$ cat src/rtl/sixtyfourbit_seq_mul.sv
// Sequential RV64M multiplier: one shift-add step per clock over 64 iterations,
// then a sign fix-up cycle and a one-cycle done pulse.

module sixtyfourbit_lca (
  input  logic [63:0] a,
  input  logic [63:0] b,
  input  logic        cin,
  output logic [63:0] sum,
  output logic        g
);

  logic [63:0] gen;
  logic [63:0] prop;
  logic        grp_carry;
  logic        bit_carry;
  logic        grp_g;
  logic        grp_p;
  logic        all_g;

  // 4-bit groups: carries ripple inside a group, and group generate/propagate skip between groups
  always_comb begin
    gen       = a & b;
    prop      = a ^ b;
    sum       = '0;
    grp_carry = cin;
    bit_carry = 1'b0;
    grp_g     = 1'b0;
    grp_p     = 1'b0;
    all_g     = 1'b0;
    for (int i = 0; i < 16; i++) begin
      grp_g = gen[4*i+3]
            | (prop[4*i+3] & gen[4*i+2])
            | (prop[4*i+3] & prop[4*i+2] & gen[4*i+1])
            | (prop[4*i+3] & prop[4*i+2] & prop[4*i+1] & gen[4*i]);
      grp_p = &prop[4*i +: 4];
      bit_carry = grp_carry;
      for (int k = 0; k < 4; k++) begin
        sum[4*i+k] = prop[4*i+k] ^ bit_carry;
        bit_carry  = gen[4*i+k] | (prop[4*i+k] & bit_carry);
      end
      grp_carry = grp_g | (grp_p & grp_carry);
      all_g     = grp_g | (grp_p & all_g);
    end
  end

  assign g = all_g;

endmodule

module sixtyfourbit_seq_mul (
  input  logic        clk,
  input  logic        rst,
  input  logic        start,
  input  logic [1:0]  op,
  input  logic [63:0] rs1,
  input  logic [63:0] rs2,
  output logic        busy,
  output logic        done,
  output logic [63:0] result
);

  localparam logic [1:0] OP_MUL    = 2'b00;
  localparam logic [1:0] OP_MULH   = 2'b01;
  localparam logic [1:0] OP_MULHSU = 2'b10;

  typedef enum logic [1:0] {IDLE, CALC, SIGN, DONE} state_t;

  state_t       state;
  state_t       state_nxt;
  logic [1:0]   op_q;
  logic [63:0]  mcand;
  logic [63:0]  mplier;
  logic [63:0]  acc_hi;
  logic [63:0]  acc_lo;
  logic [6:0]   count;
  logic         neg;

  logic         rs1_signed;
  logic         rs2_signed;
  logic [63:0]  rs1_mag;
  logic [63:0]  rs2_mag;
  logic         neg_in;
  logic [63:0]  add_sum;
  logic         add_g;
  logic [63:0]  step_sum;
  logic         step_carry;
  logic [127:0] prod;
  logic [127:0] prod_fixed;

  // Magnitudes are unsigned 64-bit, so |-2^63| = 2^63 falls out of plain negation
  assign rs1_signed = (op == OP_MULH) || (op == OP_MULHSU);
  assign rs2_signed = (op == OP_MULH);
  assign rs1_mag    = (rs1_signed && rs1[63]) ? (~rs1 + 64'd1) : rs1;
  assign rs2_mag    = (rs2_signed && rs2[63]) ? (~rs2 + 64'd1) : rs2;
  assign neg_in     = (op == OP_MULH)   ? (rs1[63] ^ rs2[63]) :
                      (op == OP_MULHSU) ? rs1[63] : 1'b0;

  sixtyfourbit_lca u_lca (
    .a   (acc_hi),
    .b   (mcand),
    .cin (1'b0),
    .sum (add_sum),
    .g   (add_g)
  );

  assign step_sum   = mplier[0] ? add_sum : acc_hi;
  assign step_carry = mplier[0] & add_g;
  assign prod       = {acc_hi, acc_lo};
  assign prod_fixed = neg ? (~prod + 128'd1) : prod;

  assign busy = (state != IDLE);
  assign done = (state == DONE);

  always_ff @(posedge clk) begin
    if (rst) state <= IDLE;
    else     state <= state_nxt;
  end

  always_comb begin
    state_nxt = state;
    case (state)
      IDLE:    if (start) state_nxt = CALC;
      CALC:    if (count == 7'd63) state_nxt = SIGN;
      SIGN:    state_nxt = DONE;
      DONE:    state_nxt = IDLE;
      default: state_nxt = IDLE;
    endcase
  end

  always_ff @(posedge clk) begin
    if (rst) begin
      op_q   <= '0;
      mcand  <= '0;
      mplier <= '0;
      acc_hi <= '0;
      acc_lo <= '0;
      count  <= '0;
      neg    <= 1'b0;
      result <= '0;
    end else begin
      case (state)
        IDLE: begin
          if (start) begin
            op_q   <= op;
            mcand  <= rs1_mag;
            mplier <= rs2_mag;
            acc_hi <= '0;
            acc_lo <= '0;
            count  <= '0;
            neg    <= neg_in;
          end
        end
        CALC: begin
          acc_hi <= {step_carry, step_sum[63:1]};
          acc_lo <= {step_sum[0], acc_lo[63:1]};
          mplier <= {1'b0, mplier[63:1]};
          count  <= count + 7'd1;
        end
        SIGN: begin
          {acc_hi, acc_lo} <= prod_fixed;
          result <= (op_q == OP_MUL) ? prod_fixed[63:0] : prod_fixed[127:64];
        end
        default: ;
      endcase
    end
  end

endmodule

$ cat config.mk
export PLATFORM = sky130hd
export DESIGN_NAME = sixtyfourbit_seq_mul
export DESIGN_NICKNAME = d
export VERILOG_FILES = /design/src/rtl/sixtyfourbit_seq_mul.sv
export SDC_FILE = /design/constraint.sdc
export NUM_CORES = 1
export LEC_CHECK = 0
export CAP_MARGIN = 20
export CORE_MARGIN = 5
export CORE_UTILIZATION = 57
export CTS_CLUSTER_SIZE = 25
export DETAILED_ROUTE_END_ITERATION = 12
export PLACE_DENSITY = 0.76
export SKIP_CTS_REPAIR_TIMING = 1
export SYNTH_ARGS = -nofsm -noshare
export SYNTH_HDL_FRONTEND = slang
export SYNTH_SLANG_ARGS = --single-unit
$ cat constraint.sdc
create_clock -name clk -period 4.4 [get_ports clk]
set_input_delay 0.66 -clock clk [delete_from_list [all_inputs] [get_ports clk]]
set_output_delay 0.66 -clock clk [all_outputs]
set_load 0.02 [all_outputs]
After elaboration in Yosys (flattened, before gate mapping). Index checks and enable logic that the tools add are counted.

Word-level logic and storage cells: 387. Input bits: 133. Register bits: 332. Output and inout port bits: 66.

$add $sub $neg: 4. Equality and inequality tests: 8. Bitwise operators: 322. Multiplexer cells: 17. Reduce and logical (&&, ||, !) cells: 27.

Operator list (count): $mux 64 (6); $pmux 64 s3 (2); $and 1x1->1 (143); $add 128x1->128 const B (1); $add 64x1->64 const B (2); $mux 128 (1); $not 128->128 (1); $not 64->64 (2); $pmux 64 s2 (1); $or 1x1->1 (110); $and 64x64->64 (1); $xor 1x1->1 (64); $xor 64x64->64 (1); $reduce_and 4->1 (15); $pmux 7 s2 (1); $pmux 2 s4 (1); $reduce_and 2->1 (4); $add 7x1->7 const B (1); $eq 7x6->1 const B (1); $mux 7 (1); $eq 2x2->1 const B (3); $eq 2x1->1 const B (2); $logic_not 2->1 (2); $mux 2 (2); other kinds (6) (10).

Depth between registers and ports, before layout.
Depth after elaboration: 42. Depth in mapped cells: 17. Gate-level depth less buffers: 17.

Hierarchy. From an unflattened synthesis, not the netlist that was laid out.

Cells, all modules: 3221. Area total of the unflattened synthesis: 24881.4 sq um.

Modules (own cells, without submodules): sixtyfourbit_seq_mul (sequential area each 6646.4 sq um, area an instance 22088.7 sq um, times used 1, cells each 2937); sixtyfourbit_lca (sequential area each 0.0 sq um, area an instance 2792.7 sq um, times used 1, cells each 284).

Least setup slack after synthesis. No wires, ideal clock.

Kind: register to register. Start: register acc_hi[46]. End: register acc_hi[61]. Stages on the path, launching flop included: 17. Period minus slack after synthesis: 3.915 ns. Setup slack: 0.485 ns. Data required time: 4.272 ns. Setup time: 0.128 ns. Arrival: 3.787 ns. Buffers on the path: 0. Path through: dfxtp_1 -> ha_1 -> and3_1 -> or3b_2 -> or2_2 -> o22ai_1 -> o311ai_0 -> and3_1 -> o21a_1 -> fa_1 -> fa_1 -> inv_1 -> fa_1 -> nand2_1 -> o21ai_0 -> a221oi_1 -> nor2_1.

Longest elaborated chain between the ends: 19. Elaborated cells on any way between the ends: 29. Classes of those cells: add/sub (1); mux (3); bitwise (24); reduce/logical (1).

Ends and longest elaborated chain: from (decl) (line 73) `logic [63:0] acc_hi;`; from (signal assigned) (line 154) `acc_hi <= {step_carry, step_sum[63:1]};`; from (signal assigned) (line 160) `{acc_hi, acc_lo} <= prod_fixed;`; $and 64x64->64 or $xor 64x64->64 (tied branches) (line 22, 23); $and 1x1->1 (on tied branches) (line 32, 33, 34); $or 1x1->1, or another cell as far along (line 32) `| (prop[4*i+3] & gen[4*i+2])`; $or 1x1->1 or $and 1x1->1 (tied branches) (line 33, 34); $or 1x1->1 (line 34) `| (prop[4*i+3] & prop[4*i+2] & prop[4*i+1] & gen[4*i]);`; $or 1x1->1 (line 41) `grp_carry = grp_g | (grp_p & grp_carry);`; $and 1x1->1 (line 41); $or 1x1->1 (line 41); (+3 left out); $or 1x1->1 (line 41); $and 1x1->1 (line 39) `bit_carry = gen[4*i+k] | (prop[4*i+k] & bit_carry);`; $or 1x1->1 (line 39); $and 1x1->1 (line 39); $or 1x1->1 (line 39); $xor 1x1->1 (line 38) `sum[4*i+k] = prop[4*i+k] ^ bit_carry;`; $mux 64 (line 106) `assign step_sum = mplier[0] ? add_sum : acc_hi;`; $pmux 64 s3 (*) (line 141) `case (state)`.

Mark *: on every way between the ends. The rest lies on a longest branch, timed or not. A chain may end at the register's enable or synchronous reset.

Final worst setup path.
Start: register mcand[45]. End: register acc_hi[61].

Longest elaborated chain between the ends: 18. Elaborated cells on any way between the ends: 23. Classes of those cells: mux (2); bitwise (20); reduce/logical (1).

Ends and longest elaborated chain: from (decl) (line 71) `logic [63:0] mcand;`; from (signal assigned) (line 145) `mcand <= rs1_mag;`; $and 64x64->64 or $xor 64x64->64 (tied branches) (line 22, 23); $and 1x1->1 (on tied branches) (line 33, 34); $or 1x1->1 or $and 1x1->1 (tied branches) (line 33, 34); $or 1x1->1 (line 34); $or 1x1->1 (*) (line 41); $and 1x1->1 (*) (line 41); $or 1x1->1 (*) (line 41); $and 1x1->1 (*) (line 41); (+2 left out); $or 1x1->1 (*) (line 41); $and 1x1->1 (*) (line 39); $or 1x1->1 (*) (line 39); $and 1x1->1 (*) (line 39); $or 1x1->1 (*) (line 39); $xor 1x1->1 (*) (line 38); $mux 64 (*) (line 106); $pmux 64 s3 (*) (line 141).

Marks and branches as above.

==> summary.txt <==
CTS
  • Max clock buf depth: 3
  • Worst-Skew Late Latency: 570 ps
  • H-tree Lvls: 2
  • Root Buffer: clkbuf_16
  • Total CTS buffers: 38
  • Clock sinks: 332
  • CTS clk-pin slew, worst paths: 60 ps
  • CTS tree: yes

Worst setup path
  • Reg2reg setup slack: 230 ps
  • Critical setup path kind: reg -> reg
  • Max FO, Critical Path: 3
  • Critical path required time: 4830 ps
  • Critical Path Source Type: flip-flop
  • Arrival time at the worst endpoint: 4600 ps
  • Setup crit end kind: flip-flop

Synth
  • Ys flop type: dfxtp_1
  • Post-synthesis cell count: 3006
  • EDFF count, synth: 0
  • Post-synth net total: 3262
  • Asr flop ratio synth: 0
  • Post-synthesis cell area: 23200 um^2
  • Syn avg cell area: 7.71 um^2
  • Seq/Total Area, Yosys: 0.287
  • Syn. warnings: 0
  • Post-synth cell types: 78
  • Seq cells post-synth: 332

Timing
  • Slew @ Worst Pin: 1140 ps
  • Worst Setup Slack, final: 235 ps
  • Period utilization: 0.947
  • Setup TNS: 0 ps
  • Final setup violation count: 0
  • RSZ-0062 raised after global routing: false
  • Min cycle time layout: 4170 ps
  • Final Hold Vio Count: 0
  • Clock Skew: 20.9 ps
  • Worst hold slack: 450 ps
  • Rel. slew slack: 0.238
  • Max-slew violation count: 0
  • Fmax: 240 MHz

Power and ir drop
  • PnR Total Power: 13.1 mW
  • Int Power: 7.51 mW
  • Sw power: 5.60 mW
  • Power Dens Cells: 477 nW/um^2
  • Leak Pwr: 10.5 nW
  • Sequential power share: 0.306
  • Sw frac: 0.427
  • Logic pwr share: 0.431
  • Clock share of power: 0.263
  • Worst vdd ir: 0.000325 V

Floorplanning
  • Core area: 40000 um^2
  • Chip height: 212 um
  • Die width: 212 um
  • Starting Density: 0.580
  • Rows: 73
  • Die area: 44800 um^2
  • I/O pins: 199

Cells and area
  • Area Growth Syn to Fin: 18.6%
  • Commonest non-fill, non-tap cells in the layout: dfxtp_1, nand2_1, nor2_1, a21oi_1, o21ai_0
  • Fin util: 0.687
  • Final #Nets: 3414
  • Commonest non-fill, non-tap cell in the layout: dfxtp_1
  • Layout cells sized above 1: 0.0806
  • # diodes: 0

GRT
  • Total gr overflow: 0
  • Tot GR Track Use: 0.346
  • First-pass GRT wire length: 126000 um
  • Vias in the first global route: 22800
  • Initial antenna violation count: 3
  • Largest net degree at the start of global routing: 88

Run status
  • Outcome: finished clean

Placement
  • Post-DP HPWL: 59300 um
  • Pre-CTS setup slack: 181 ps
  • # port buffers: 198
  • RePlAce Congestion: 0.982

Flow run
  • Max_cap viols: 0

Route
  • DR vias: 24400
  • Antenna Nets Post-Route: 0
  • Total Wirelength: 80800 um
  • Drt wl/cell: 21.8 um
  • Via density: 6.57
  • DRT iter0 DRCs: 3515
  • DRT Pass-1 Iters: 11
  • DRC Markers: 0

Worst hold path
  • Hold crit path type: reg -> reg
critical path, cell delays in order (launching register included):
cell and delay [ps]:
dfxtp_1 330, ha_1 300, and3_1 210, or3b_2 470
or2_2 280, o22ai_1 130, o311ai_1 160, and3_1 220
o21a_1 220, fa_1 380, fa_1 370, inv_1 70
fa_1 400, nand2_1 70, o21ai_0 80, a221oi_1 300
nor2_1 60
cell type report:
type | count | area (um^2)
clock buffer | 55 | 1130
clock inverter | 15 | 229
fill | 3345 | 12500
inverter | 125 | 469
multi-input combinational | 2317 | 15200
sequential | 332 | 6650
tap | 525 | 657
timing repair buffer | 344 | 3140
logic make-up after synthesis:
family | count (synthesis) | share of synthesized area
AND/OR/NAND/NOR | 1013 | 0.206
AO/OA/AOI/OAI | 910 | 0.262
buffers and inverters | 357 | 0.0590
flip-flops | 332 | 0.287
XOR/XNOR | 244 | 0.0922
adder cells (fa/ha/maj) | 123 | 0.0816
multiplexers | 27 | 0.0120
synthesized netlist by cell type, types with 8 or more instances:
library cell,number,area share
or4_1,27,0.0087
nor3_1,96,0.021
a31oi_1,37,0.010
a211oi_1,63,0.020
o21a_1,12,0.0039
a21oi_1,216,0.047
a22o_1,22,0.0083
nor2_1,297,0.048
mux2i_1,21,0.0091
nor2b_1,9,0.0024
dfxtp_1,332,0.29
nand2b_1,24,0.0065
a222oi_1,52,0.022
nand4_1,27,0.0073
o31ai_1,49,0.016
a22oi_1,46,0.015
and3_1,14,0.0038
nand2_1,310,0.050
clkbuf_1,208,0.034
o211ai_1,29,0.0094
inv_1,125,0.020
a221oi_1,22,0.0083
o31a_1,8,0.0030
ha_1,76,0.041
or3_1,46,0.012
xnor2_1,173,0.065
o21ai_0,211,0.046
a311oi_1,18,0.0068
o22ai_1,13,0.0035
fa_1,47,0.041
o41ai_1,24,0.0091
a21o_1,39,0.013
nand3b_1,12,0.0039
and2_1,9,0.0024
nand3_1,60,0.013
xor2_1,71,0.027
nor4_1,42,0.011
buf_1,17,0.0028
power groups by stage:
stage,Sequential (mW),Clock [mW],Combinational [mW]
6_report,4.01,3.45,5.65
5_1_grt,4.07,3.59,6.07
4_1_cts,3.99,3.46,5.49
3_5_place_dp,4.05,0,5.45
3_3_place_gp,4.02,0,5.35
2_1_floorplan,3.85,0,3.72
through the flow:
step	instances	area [um^2]
final	3713	27500
after detailed placement	3643	26100
after global placement	3642	26100
after CTS	3713	27500
after floorplan	3006	23200
after global routing	3713	27500
state kept, by name, indices dropped and copies added, names as in the netlist:
name and flops:
mcand 64, op_q 2, mplier 64, acc_hi 64
acc_lo 64, state 2, count 7, result 64
neg 1
metal layers:
| layer | GRT usage | wire (um) | share of wire |
|---|---|---|---|
| met4 | 0.114 | 2750 | 0.034 |
| met5 | 0 | 22 | 0.00027 |
| met2 | 0.500 | 33600 | 0.42 |
| met3 | 0.0880 | 10300 | 0.13 |
| met1 | 0.505 | 34100 | 0.42 |
path summary, 6_finish.rpt:
check,cells past startpoint,start,end
worst max-delay path,16,mcand[45]$_SDFFE_PP0P_,acc_hi[61]$_SDFFE_PP0P_
worst min-delay path,2,mplier[14]$_SDFFE_PP0P_,mplier[14]$_SDFFE_PP0P_
worst max register to register,16,mcand[45]$_SDFFE_PP0P_,acc_hi[61]$_SDFFE_PP0P_
worst min register to register,2,mplier[14]$_SDFFE_PP0P_,mplier[14]$_SDFFE_PP0P_
Note: power is estimated with default switching activity, not from simulation.
